**config.mk**
```make
export PLATFORM = sky130hd
export DESIGN_NAME = lcd_init_seq_flat
export DESIGN_NICKNAME = d
export VERILOG_FILES = /design/src/rtl/lcd_init_seq_pkg.sv /design/src/rtl/lcd_init_seq_if.sv /design/src/rtl/lcd_init_seq_rom.sv /design/src/rtl/lcd_init_seq.sv /design/src/flat_wrapper.sv
export SDC_FILE = /design/constraint.sdc
export NUM_CORES = 1
export LEC_CHECK = 0
export ABC_CLOCK_PERIOD_IN_PS = 6400
export BUFFER_PORTS_ARGS = -buffer_cell sky130_fd_sc_hd__buf_2
export CELL_PAD_IN_SITES_DETAIL_PLACEMENT = 1
export CELL_PAD_IN_SITES_GLOBAL_PLACEMENT = 2
export CORE_MARGIN = 2
export CORE_UTILIZATION = 30
export DETAILED_ROUTE_END_ITERATION = 16
export PLACE_DENSITY_LB_ADDON = 0.1
export SLEW_MARGIN = 20
export SYNTH_ARGS = -nofsm -noshare
export SYNTH_HDL_FRONTEND = slang
export SYNTH_SLANG_ARGS = --single-unit
export TNS_END_PERCENT = 10
```
**constraint.sdc**
```tcl
create_clock -name pclk -period 6.4 [get_ports pclk]
set_input_delay 0.96 -clock pclk [delete_from_list [all_inputs] [get_ports pclk]]
set_output_delay 0.96 -clock pclk [all_outputs]
set_load 0.1 [all_outputs]
```
**src/rtl/lcd_init_seq_pkg.sv**
```systemverilog
`default_nettype none
// ============================================================================
// Module      : lcd_pkg
// Description : Shared types, panel command codes and default init table for
//               the LCD power-on initialisation sequencer.
// Revision    : 1.0 - initial release
// ============================================================================
package lcd_pkg;

    typedef enum logic [1:0] {
        KIND_CMD  = 2'd0,
        KIND_DATA = 2'd1,
        KIND_DLY  = 2'd2,
        KIND_END  = 2'd3
    } init_kind_e;

    typedef struct packed {
        init_kind_e  kind;
        logic [15:0] val;
    } init_entry_t;

    typedef enum logic [2:0] {
        ST_IDLE    = 3'd0,
        ST_HW_RST  = 3'd1,
        ST_HW_WAIT = 3'd2,
        ST_FETCH   = 3'd3,
        ST_DECODE  = 3'd4,
        ST_WRITE   = 3'd5,
        ST_DELAY   = 3'd6,
        ST_DONE    = 3'd7
    } lcd_init_state_e;

    // Table storage is fixed at the maximum depth; shallower ROMs use the low entries.
    localparam int c_rom_max = 64;
    localparam int c_rom_aw  = $clog2(c_rom_max);

    typedef init_entry_t [c_rom_max-1:0] init_table_t;

    localparam logic [15:0] c_cmd_slpout = 16'h0011;
    localparam logic [15:0] c_cmd_invon  = 16'h0021;
    localparam logic [15:0] c_cmd_dispon = 16'h0029;
    localparam logic [15:0] c_cmd_caset  = 16'h002A;
    localparam logic [15:0] c_cmd_raset  = 16'h002B;
    localparam logic [15:0] c_cmd_ramwr  = 16'h002C;
    localparam logic [15:0] c_cmd_madctl = 16'h0036;
    localparam logic [15:0] c_cmd_colmod = 16'h003A;

    function automatic init_entry_t init_ent(input init_kind_e k, input logic [15:0] v);
        init_entry_t e;
        e.kind = k;
        e.val  = v;
        return e;
    endfunction

    function automatic init_table_t default_init_table();
        init_table_t t;
        for (int i = 0; i < c_rom_max; i++) begin
            t[i] = init_ent(KIND_END, 16'h0000);
        end
        t[0]  = init_ent(KIND_CMD,  c_cmd_slpout);
        t[1]  = init_ent(KIND_DLY,  16'd120);
        t[2]  = init_ent(KIND_CMD,  c_cmd_colmod);
        t[3]  = init_ent(KIND_DATA, 16'h0055);
        t[4]  = init_ent(KIND_CMD,  c_cmd_madctl);
        t[5]  = init_ent(KIND_DATA, 16'h0048);
        t[6]  = init_ent(KIND_CMD,  c_cmd_caset);
        t[7]  = init_ent(KIND_DATA, 16'h0000);
        t[8]  = init_ent(KIND_DATA, 16'h0000);
        t[9]  = init_ent(KIND_DATA, 16'h0000);
        t[10] = init_ent(KIND_DATA, 16'h00EF);
        t[11] = init_ent(KIND_CMD,  c_cmd_raset);
        t[12] = init_ent(KIND_DATA, 16'h0000);
        t[13] = init_ent(KIND_DATA, 16'h0000);
        t[14] = init_ent(KIND_DATA, 16'h0001);
        t[15] = init_ent(KIND_DATA, 16'h003F);
        t[16] = init_ent(KIND_CMD,  c_cmd_invon);
        t[17] = init_ent(KIND_CMD,  c_cmd_dispon);
        t[18] = init_ent(KIND_DLY,  16'd20);
        t[19] = init_ent(KIND_CMD,  c_cmd_ramwr);
        return t;
    endfunction

    localparam init_table_t c_init_table = default_init_table();

endpackage
`default_nettype wire

```
**src/rtl/lcd_init_seq_if.sv**
```systemverilog
`default_nettype none
// ============================================================================
// Module      : lcd_init_seq_if
// Description : Init-side port of the LCD arbitration mux plus panel reset.
// Revision    : 1.0 - initial release
// ============================================================================
interface lcd_init_seq_if;

    logic        restart;
    logic        init_write_ok;
    logic [15:0] init_data;
    logic        init_we;
    logic        init_wr;
    logic        init_rs;
    logic        init_work;
    logic        init_finish;
    logic        lcd_rst_n_o;

    modport master (
        input  restart,
        input  init_write_ok,
        output init_data,
        output init_we,
        output init_wr,
        output init_rs,
        output init_work,
        output init_finish,
        output lcd_rst_n_o
    );

    modport slave (
        output restart,
        output init_write_ok,
        input  init_data,
        input  init_we,
        input  init_wr,
        input  init_rs,
        input  init_work,
        input  init_finish,
        input  lcd_rst_n_o
    );

endinterface
`default_nettype wire

```
**src/rtl/lcd_init_seq_rom.sv**
```systemverilog
`default_nettype none
// ============================================================================
// Module      : lcd_init_rom
// Description : Synchronous-read init command ROM, contents set by parameter.
// Revision    : 1.0 - initial release
// ============================================================================
module lcd_init_rom
    import lcd_pkg::*;
#(
    parameter int          ADDR_W   = 6,
    parameter init_table_t ROM_INIT = c_init_table
) (
    input  wire logic              pclk,
    input  wire logic [ADDR_W-1:0] i_addr,
    output init_entry_t            o_entry
);

    logic [c_rom_aw-1:0] w_addr_ext;

    assign w_addr_ext = c_rom_aw'(i_addr);

    always_ff @(posedge pclk) begin
        o_entry <= ROM_INIT[w_addr_ext];
    end

endmodule
`default_nettype wire

```
**src/rtl/lcd_init_seq.sv**
```systemverilog
`default_nettype none
// ============================================================================
// Module      : lcd_init_seq
// Description : LCD power-on sequencer: hardware reset pulse, then command ROM
//               walk of writes and ms delays, ending in a sticky init_finish.
// Revision    : 1.0 - initial release
// ============================================================================
module lcd_init_seq
    import lcd_pkg::*;
#(
    parameter int          ROM_DEPTH    = 64,
    parameter int          RST_LOW_CYC  = 10000,
    parameter int          RST_WAIT_CYC = 120000,
    parameter int          MS_CYC       = 50000,
    parameter init_table_t ROM_INIT     = c_init_table
) (
    input  wire logic      pclk,
    input  wire logic      rst,
    lcd_init_seq_if.master bus
);

    localparam int c_aw      = (ROM_DEPTH > 1) ? $clog2(ROM_DEPTH) : 1;
    localparam int c_cyc_max = (RST_LOW_CYC > RST_WAIT_CYC)
                             ? ((RST_LOW_CYC > MS_CYC) ? RST_LOW_CYC : MS_CYC)
                             : ((RST_WAIT_CYC > MS_CYC) ? RST_WAIT_CYC : MS_CYC);
    localparam int c_cw      = (c_cyc_max > 1) ? $clog2(c_cyc_max) : 1;

    localparam logic [c_cw-1:0] c_low_last  = c_cw'(RST_LOW_CYC - 1);
    localparam logic [c_cw-1:0] c_wait_last = c_cw'(RST_WAIT_CYC - 1);
    localparam logic [c_cw-1:0] c_ms_last   = c_cw'(MS_CYC - 1);
    localparam logic [c_aw-1:0] c_idx_last  = c_aw'(ROM_DEPTH - 1);

    lcd_init_state_e r_state;
    lcd_init_state_e w_state_nxt;
    logic [c_cw-1:0] r_cnt;
    logic [c_cw-1:0] w_cnt_nxt;
    logic [15:0]     r_ms;
    logic [15:0]     w_ms_nxt;
    logic [c_aw-1:0] r_idx;
    logic [c_aw-1:0] w_idx_nxt;
    logic [15:0]     r_data;
    logic [15:0]     w_data_nxt;
    logic            r_rs;
    logic            w_rs_nxt;
    logic            w_step;
    logic            r_we;
    logic            r_work;
    logic            r_finish;
    logic            r_rst_n;
    init_entry_t     w_entry;

    lcd_init_rom #(
        .ADDR_W   (c_aw),
        .ROM_INIT (ROM_INIT)
    ) u_rom (
        .pclk    (pclk),
        .i_addr  (r_idx),
        .o_entry (w_entry)
    );

    always_comb begin
        w_state_nxt = r_state;
        w_cnt_nxt   = r_cnt;
        w_ms_nxt    = r_ms;
        w_idx_nxt   = r_idx;
        w_data_nxt  = r_data;
        w_rs_nxt    = r_rs;
        w_step      = 1'b0;

        case (r_state)
            ST_IDLE: begin
                w_state_nxt = ST_HW_RST;
                w_cnt_nxt   = '0;
            end
            ST_HW_RST: begin
                if (r_cnt == c_low_last) begin
                    w_state_nxt = ST_HW_WAIT;
                    w_cnt_nxt   = '0;
                end else begin
                    w_cnt_nxt = r_cnt + c_cw'(1);
                end
            end
            ST_HW_WAIT: begin
                if (r_cnt == c_wait_last) begin
                    w_state_nxt = ST_FETCH;
                    w_cnt_nxt   = '0;
                    w_idx_nxt   = '0;
                end else begin
                    w_cnt_nxt = r_cnt + c_cw'(1);
                end
            end
            ST_FETCH: begin
                w_state_nxt = ST_DECODE;
            end
            ST_DECODE: begin
                case (w_entry.kind)
                    KIND_CMD, KIND_DATA: begin
                        w_state_nxt = ST_WRITE;
                        w_data_nxt  = w_entry.val;
                        w_rs_nxt    = (w_entry.kind == KIND_DATA);
                    end
                    KIND_DLY: begin
                        if (w_entry.val != 16'd0) begin
                            w_state_nxt = ST_DELAY;
                            w_cnt_nxt   = '0;
                            w_ms_nxt    = '0;
                        end else begin
                            w_step = 1'b1;
                        end
                    end
                    default: begin
                        w_state_nxt = ST_DONE;
                    end
                endcase
            end
            ST_WRITE: begin
                w_step = bus.init_write_ok;
            end
            ST_DELAY: begin
                // The ROM address is frozen here, so w_entry.val still holds the delay.
                if (r_cnt == c_ms_last) begin
                    w_cnt_nxt = '0;
                    if (r_ms == w_entry.val - 16'd1) begin
                        w_step = 1'b1;
                    end else begin
                        w_ms_nxt = r_ms + 16'd1;
                    end
                end else begin
                    w_cnt_nxt = r_cnt + c_cw'(1);
                end
            end
            ST_DONE: begin
                if (bus.restart) begin
                    w_state_nxt = ST_HW_RST;
                    w_cnt_nxt   = '0;
                end
            end
            default: begin
                w_state_nxt = ST_IDLE;
            end
        endcase

        // Running off the last entry behaves as an implicit END.
        if (w_step) begin
            if (r_idx == c_idx_last) begin
                w_state_nxt = ST_DONE;
            end else begin
                w_idx_nxt   = r_idx + c_aw'(1);
                w_state_nxt = ST_FETCH;
            end
        end
    end

    always_ff @(posedge pclk) begin
        if (rst) begin
            r_state  <= ST_IDLE;
            r_cnt    <= '0;
            r_ms     <= '0;
            r_idx    <= '0;
            r_data   <= '0;
            r_rs     <= 1'b0;
            r_we     <= 1'b0;
            r_work   <= 1'b0;
            r_finish <= 1'b0;
            r_rst_n  <= 1'b0;
        end else begin
            r_state  <= w_state_nxt;
            r_cnt    <= w_cnt_nxt;
            r_ms     <= w_ms_nxt;
            r_idx    <= w_idx_nxt;
            r_data   <= w_data_nxt;
            r_rs     <= w_rs_nxt;
            r_we     <= (w_state_nxt == ST_WRITE);
            r_work   <= !(w_state_nxt inside {ST_IDLE, ST_DONE});
            r_finish <= (w_state_nxt == ST_DONE);
            r_rst_n  <= !(w_state_nxt inside {ST_IDLE, ST_HW_RST});
        end
    end

    assign bus.init_data   = r_data;
    assign bus.init_we     = r_we;
    assign bus.init_wr     = r_we;
    assign bus.init_rs     = r_rs;
    assign bus.init_work   = r_work;
    assign bus.init_finish = r_finish;
    assign bus.lcd_rst_n_o = r_rst_n;

endmodule
`default_nettype wire

```
**src/flat_wrapper.sv**
```systemverilog
// flat-port wrapper written by rule: the top's interface ports become plain ports
module lcd_init_seq_flat import lcd_pkg::*;
#(
    parameter int          ROM_DEPTH    = 64,
    parameter int          RST_LOW_CYC  = 10000,
    parameter int          RST_WAIT_CYC = 120000,
    parameter int          MS_CYC       = 50000,
    parameter init_table_t ROM_INIT     = c_init_table
)
  (pclk, rst, bus_restart, bus_init_write_ok, bus_init_data, bus_init_we, bus_init_wr, bus_init_rs, bus_init_work, bus_init_finish, bus_lcd_rst_n_o);
  lcd_init_seq_if bus_i ();
  input  wire logic pclk;
  input  wire logic rst;
  input wire logic [$bits(bus_i.restart)-1:0] bus_restart;
  input wire logic [$bits(bus_i.init_write_ok)-1:0] bus_init_write_ok;
  output wire logic [$bits(bus_i.init_data)-1:0] bus_init_data;
  output wire logic [$bits(bus_i.init_we)-1:0] bus_init_we;
  output wire logic [$bits(bus_i.init_wr)-1:0] bus_init_wr;
  output wire logic [$bits(bus_i.init_rs)-1:0] bus_init_rs;
  output wire logic [$bits(bus_i.init_work)-1:0] bus_init_work;
  output wire logic [$bits(bus_i.init_finish)-1:0] bus_init_finish;
  output wire logic [$bits(bus_i.lcd_rst_n_o)-1:0] bus_lcd_rst_n_o;
  assign bus_i.restart = bus_restart;
  assign bus_i.init_write_ok = bus_init_write_ok;
  assign bus_init_data = bus_i.init_data;
  assign bus_init_we = bus_i.init_we;
  assign bus_init_wr = bus_i.init_wr;
  assign bus_init_rs = bus_i.init_rs;
  assign bus_init_work = bus_i.init_work;
  assign bus_init_finish = bus_i.init_finish;
  assign bus_lcd_rst_n_o = bus_i.lcd_rst_n_o;
  lcd_init_seq #(.ROM_DEPTH(ROM_DEPTH), .RST_LOW_CYC(RST_LOW_CYC), .RST_WAIT_CYC(RST_WAIT_CYC), .MS_CYC(MS_CYC), .ROM_INIT(ROM_INIT)) u_core (.pclk(pclk), .rst(rst), .bus(bus_i));
endmodule
```
* Word-level counts from Yosys, hierarchy flattened
Memories as Yosys holds them, arrays and structs flattened. A register that Yosys moved wholly into a read port is not among the register bits.
Cells that the tools add are included.
W data, S select, Z words.
** Operators by class
- $mul :: 0
- Equal/unequal tests :: 22
- Add/subtract/negate cells :: 4
- Div/mod/pow operators :: 0
- Reduce and logical (&&, ||, !) cells :: 14
- Shift-type cells :: 0
- Magnitude comparators :: 0
- Bitwise logic cells :: 0
- Multiplexer cells :: 29
** Operator list (number)
- $mux W17 :: 6
- $pmux W17 S6 :: 1
- $mux W16 :: 4
- $pmux W16 S2 :: 1
- $mux W6 :: 4
- $eq A3 B3 Y1 const B :: 6
- $mux W3 :: 6
- $pmux W3 S6 :: 1
- $add A17 B1 Y17 const B :: 1
- $eq A17 B14 Y1 const B :: 1
- $eq A17 B16 Y1 const B :: 1
- $eq A17 B17 Y1 const B :: 1
- $add A16 B1 Y16 const B :: 1
- $eq A16 B16 Y1 :: 1
- $reduce_bool A16 Y1 :: 1
- $sub A16 B1 Y16 const B :: 1
- $add A6 B1 Y6 const B :: 1
- $eq A3 B1 Y1 const B :: 2
- $eq A3 B2 Y1 const B :: 2
- $eq A6 B6 Y1 const B :: 1
- $logic_not A3 Y1 :: 2
- $ne A2 B1 Y1 const B :: 3
- $pmux W3 S2 :: 1
- $reduce_bool A2 Y1 :: 3
- 12 further kinds :: 17
** Storage, ports and cells
- Logic and storage cells :: 80
- Bits in registers :: 63
- Memory bits (read-only) :: 1152
- Memories :: 1
- Latch bits :: 0
- Memory bits (writable) :: 0
- Input port bits :: 4
** Memory list
- (no name shown) :: words 64, width 18, rd ports 1, clocked after Yosys merged registers in 1, wr ports 0, RTL line lcd_init_seq_rom.sv:23 : o_entry <= ROM_INIT[w_addr_ext];

* Depth between registers and ports, before layout
- Word-level depth :: 9
- Gate-level depth with buffers :: 13

* By module
Synthesis repeated with hierarchy kept, for this count alone.
** Unflattened totals
- Cells, all modules :: 522
- Area, all modules :: 4254.1 µm²
** Modules (own cells, without submodules)
- lcd_init_seq :: area each 3588.4 µm², times used 1, cells each 448
- lcd_init_rom :: area each 665.6 µm², times used 1, cells each 74

* Worst setup path before layout
No wires, ideal clock.
- Path kind :: register to register
- Start point :: reg, netlist name u_core.u_rom.o_entry[0]
- End point :: reg u_core.r_work, in the netlist u_core.bus.init_work
- Period minus slack after synthesis :: 2.767 ns
- Cell stages (with the launch flop) :: 13
- Arrival :: 2.652 ns
- Required time :: 6.285 ns
- Buffers on the path :: 1
- Setup slack :: 3.633 ns
- Path through :: dfxtp_1 -> nor3_2 -> nand2_1 -> nor3_1 -> ha_1 -> xor2_1 -> o2111ai_1 -> a311oi_1 -> nand3_1 -> o31a_1 -> buf_6 -> o22a_1 -> o21ba_1
** Between the ends
- Longest elaborated chain between the ends :: 9
- Elaborated cells between the ends (all ways) :: 16
** RTL lines
- $sub A16 B1 Y16 :: RTL line lcd_init_seq.sv:123 : if (r_ms == w_entry.val - 16'd1) begin
- $eq A16 B16 Y1 :: RTL line lcd_init_seq.sv:123
- $mux W1 :: RTL line lcd_init_seq.sv:123
- $mux W1 :: RTL line lcd_init_seq.sv:121 : if (r_cnt == c_ms_last) begin
- $pmux W1 S3 :: RTL line lcd_init_seq.sv:70 : case (r_state)
- $mux W3 (*) :: RTL line lcd_init_seq.sv:144 : if (w_step) begin
- $eq A3 B3 Y1 / $logic_not A3 Y1 (equally long branches) :: RTL line lcd_init_seq.sv:174 : r_work <= !(w_state_nxt inside {ST_IDLE, ST_DONE});
- $reduce_bool A2 Y1 (*) :: RTL line lcd_init_seq.sv:174
- $logic_not A1 Y1 (*) :: RTL line lcd_init_seq.sv:174
- end signal: assignment :: RTL line lcd_init_seq.sv:174
- end: declaration :: RTL line lcd_init_seq.sv:47 : logic r_work;
Mark *: on every way between the ends. The rest lies on a longest branch, timed or not.
A chain may end at the register's enable or synchronous reset.

* Worst setup path in the final report
- Start point :: reg, netlist name u_core.u_rom.o_entry[0]
- End point :: reg u_core.r_ms[12]
** Between the ends
- Longest elaborated chain between the ends :: 4
- Elaborated cells between the ends (all ways) :: 6
** RTL lines
- $sub A16 B1 Y16 :: RTL line lcd_init_seq.sv:123
- $eq A16 B16 Y1 :: RTL line lcd_init_seq.sv:123
- $ne A2 B2 Y1 (no line)
- $reduce_and A5 Y1 (no line) (*)
- end signal: assignment :: RTL line lcd_init_seq.sv:169 : r_ms <= w_ms_nxt;
- end: declaration :: RTL line lcd_init_seq.sv:37 : logic [15:0] r_ms;
Marks and branches as above.

==> run_results.csv <==
group,metric,value,unit
status,status,"finished clean",
yosys,netlist.area_leader.share,0.348,
yosys,synth_top_family_by_area,"simple AND/OR/NAND/NOR gates",
job,cap_violations,0,
route,ant_nets,0,
worst_hold_path,min_delay_path_depth,2,
cts,h-tree-depth,3,
yosys,synthAdderAreaFrac,0.0334,
finish,area_growth_syn_to_layout,11.4,%
timing,rsz0062_at_grt,"no",
timing,period_needed,3.47,ns
yosys,yosysUniqueCellTypes,59,
cts,root_buffer,"clkbuf_16",
cts,cts_tree,"done",
cts,clkSinkCount,65,
floorplanning,dieArea,0.0134,mm2
finish,drive_gt1_frac,0.0818,
floorplanning,design.core.area,0.0121,mm2
critical_path,max_stage_delay,0.79,ns
cts,ctsHoldBuffers,0,
yosys,synth_flop_cell,"dfxtp_1",
yosys,yosys-top-cells-area,"dfxtp_1 (35%), nand2_1 (5.2%), a21oi_1 (5.1%)",
finish,antenna_cells,0,
timing,clock_skew,0.00443,ns
yosys,synthSimpleGateAreaFrac,0.298,
yosys,synth-seq-cells,65,
grt,grt-ovfl-total,0,
yosys,synth_top_area_cell,"dfxtp_1",
critical_path,critPathKind,"flip-flop to flip-flop",
critical_path,cp.arrival,3.74,ns
floorplanning,chipHeight,116,um
placed_design,port_buffers,17,
floorplanning,io_pins,26,
floorplanning,start_util,0.309,
route,drc_errors,0,
route,dr.pass1.iters,4,
power_and_ir_drop,leakagePower,1.49,nW
power_and_ir_drop,power_frac_seq,0.438,
power_and_ir_drop,ir_worst_vdd,0.180,mV
grt,antenna_found_initial,0,
route,drtIter0Drc,119,
cts,insertion_delay,0.34,ns
yosys,syn_inst,473,
floorplanning,die_w,116,um
timing,worstMarginPinSlew,0.969,ns
critical_path,path_cells,"nor3_2, nand2_1, nor3_1, ha_1, xor2_1, o2111ai_1, a311oi_1, nand4_1, o21ai_1, o21ai_0, a21oi_1",
placed_design,place.gp.congestion,0.786,
yosys,synth-edff-count,0,
grt,grt_pass1_wl,17000,um
placed_design,hpwl,7360,um
yosys,synth_xor_area_frac,0.0538,
power_and_ir_drop,p_comb_frac,0.039,
timing,hold_violations,0,
critical_path,crit_path_end_kind,"flip-flop",
timing,setup_tns,0,ns
finish,fin_nets,486,
critical_path,rr_worst_depth,11,
route,wl_per_cell,15.9,um
timing,finalCritPeriodShare,0.543,
timing,setup_viol,0,
grt,grt_max_degree,30,
cts,post_cts_buffers,0,
yosys,netlist_top_cells_count,"dfxtp_1 (65), nand2_1 (52), nor2_1 (46)",
critical_path,path_max_fanout,17,
timing,relSlewSlack,0.350,
grt,grt_usage,0.164,
floorplanning,rows,40,
cts,cts_made_buffers,9,
power_and_ir_drop,total_power,0.000932,W
power_and_ir_drop,p_sw,0.000211,W
critical_path,cp.required,6.66,ns
yosys,syn_avg_cell_area,7.91,um2
yosys,synth-compound-area-share,0.181,
yosys,yosysMostFrequentCell,"dfxtp_1",
yosys,async_flop_share,0,
yosys,yosysSeqAreaShare,0.348,
yosys,synthMuxAreaShare,0.0214,
grt,grt_pass1_vias,3256,
yosys,yosysWarnings,0,
critical_path,cp_slowest_cell,"o21ai_1",
critical_path,start_kind,"flip-flop",
timing,drv_slew,0,
route,vias,3339,
power_and_ir_drop,power_density,224,mW/mm2
power_and_ir_drop,clock_power_share,0.524,
cts,worst_setup_hold_path_clk_slew,0.05,ns
timing,max_freq,0.288,GHz
yosys,syn_area,0.00374,mm2
route,wirelength,10300,um
cts,clockBufferDepth,2,
route,viasPerCell,5.18,
worst_hold_path,hold_path_class,"flip-flop to flip-flop",
power_and_ir_drop,intPower,0.000721,W
power_and_ir_drop,sw_frac_of_total,0.226,
cts,post_cts_resized,0,
[metrics by stage]
stage / cells / hold slack, ns / utilization / worst slack [ns] / area (um2)
after global routing: 645 / 0.483 / 0.344 / 2.45 / 4170
after detailed placement: 629 / 0.445 / 0.320 / 2.92 / 3870
after CTS: 645 / 0.453 / 0.344 / 2.91 / 4160
final: 645 / 0.449 / 0.344 / 2.93 / 4170
after global placement: 629 / 0.440 / 0.320 / 3.05 / 3870
after floorplan: 480 / 0.449 / - / 3.63 / 3770
[state kept, by name, indices dropped and copies added (netlist names), 3 cells and up]
| signal | count |
|---|---|
| u_core.r_cnt | 17 |
| u_core.r_idx | 6 |
| u_core.r_state | 3 |
| u_core.u_rom.o_entry | 10 |
| u_core.r_ms | 16 |
| u_core.bus.init_data | 8 |
[critical path: cells and delay by family, from the launching register on]
| family | cells | cell delay (ns) |
|---|---|---|
| compound gates | 5 | 1.57 |
| simple gates | 4 | 1.08 |
| flops | 1 | 0.34 |
| fa+ha+maj | 1 | 0.27 |
| xor+xnor | 1 | 0.14 |
[layout make-up]
type                       instances  area [um2]
fill                            1493        7940
multi-input combinational        366        2230
sequential                        65        1300
clock buffer                      13         250
tap                              168         210
timing repair buffer              17        85.1
inverter                          13        48.8
clock inverter                     3        40.0
[layer usage]
layer / vias up / track usage / part of all wire
met2: 33 / 0.239 / 0.44
met5: - / 0 / 0
met3: 10 / 0.0533 / 0.032
met1: 1611 / 0.228 / 0.51
met4: 0 / 0.0556 / 0.016
li1: 1685 / - / -
[worst paths after layout]
kind | startpoint | to | slack, ns
min reg2reg | u_core.bus.init_data[2] | u_core.bus.init_data[2] | 0.45
max reg2reg | u_core.u_rom.o_entry[0] | u_core.r_ms[12] | 2.93
min | u_core.bus.init_data[2] | u_core.bus.init_data[2] | 0.45
max | u_core.u_rom.o_entry[0] | u_core.r_ms[12] | 2.93
[power groups by stage]
stage / combinational (W) / sequential (W) / clock, W
2_1_floorplan: 0.0000342 / 0.000418 / 0
3_3_place_gp: 0.0000363 / 0.000417 / 0
3_5_place_dp: 0.0000366 / 0.000417 / 0
4_1_cts: 0.0000366 / 0.000408 / 0.000508
5_1_grt: 0.0000381 / 0.000408 / 0.000524
6_report: 0.0000361 / 0.000408 / 0.000488
[cells in the final DEF, fill, tap and decap left out, types with 4 or more instances in the layout]
cell	instances
conb_1	8
nor4_1	6
a21oi_1	38
nand3_1	14
nand4_1	10
inv_1	13
buf_2	17
dfxtp_1	65
or3_1	16
nor2_1	46
nor3_1	10
or4_1	5
a211oi_1	4
a31oi_1	9
o211ai_1	4
mux2i_1	8
and3_1	10
ha_1	10
nor2b_1	6
clkbuf_16	9
nand4b_1	5
xnor2_1	9
nand2b_1	8
o21ai_0	15
o31ai_1	5
xor2_1	14
nand2_1	52
and2_1	8
[logic make-up (layout without fill, tap and decap cells)]
logic type,after synthesis,count (layout)
xor gates and xnor gates,23,23
buffers and inverters,49,46
adders and majority gates,10,10
muxes,8,8
DFF,65,65
other,1,8
AOI/OAI and AO/OA,104,104
and+or+nand+nor,213,213
Note: power is estimated with default switching activity, not from simulation.
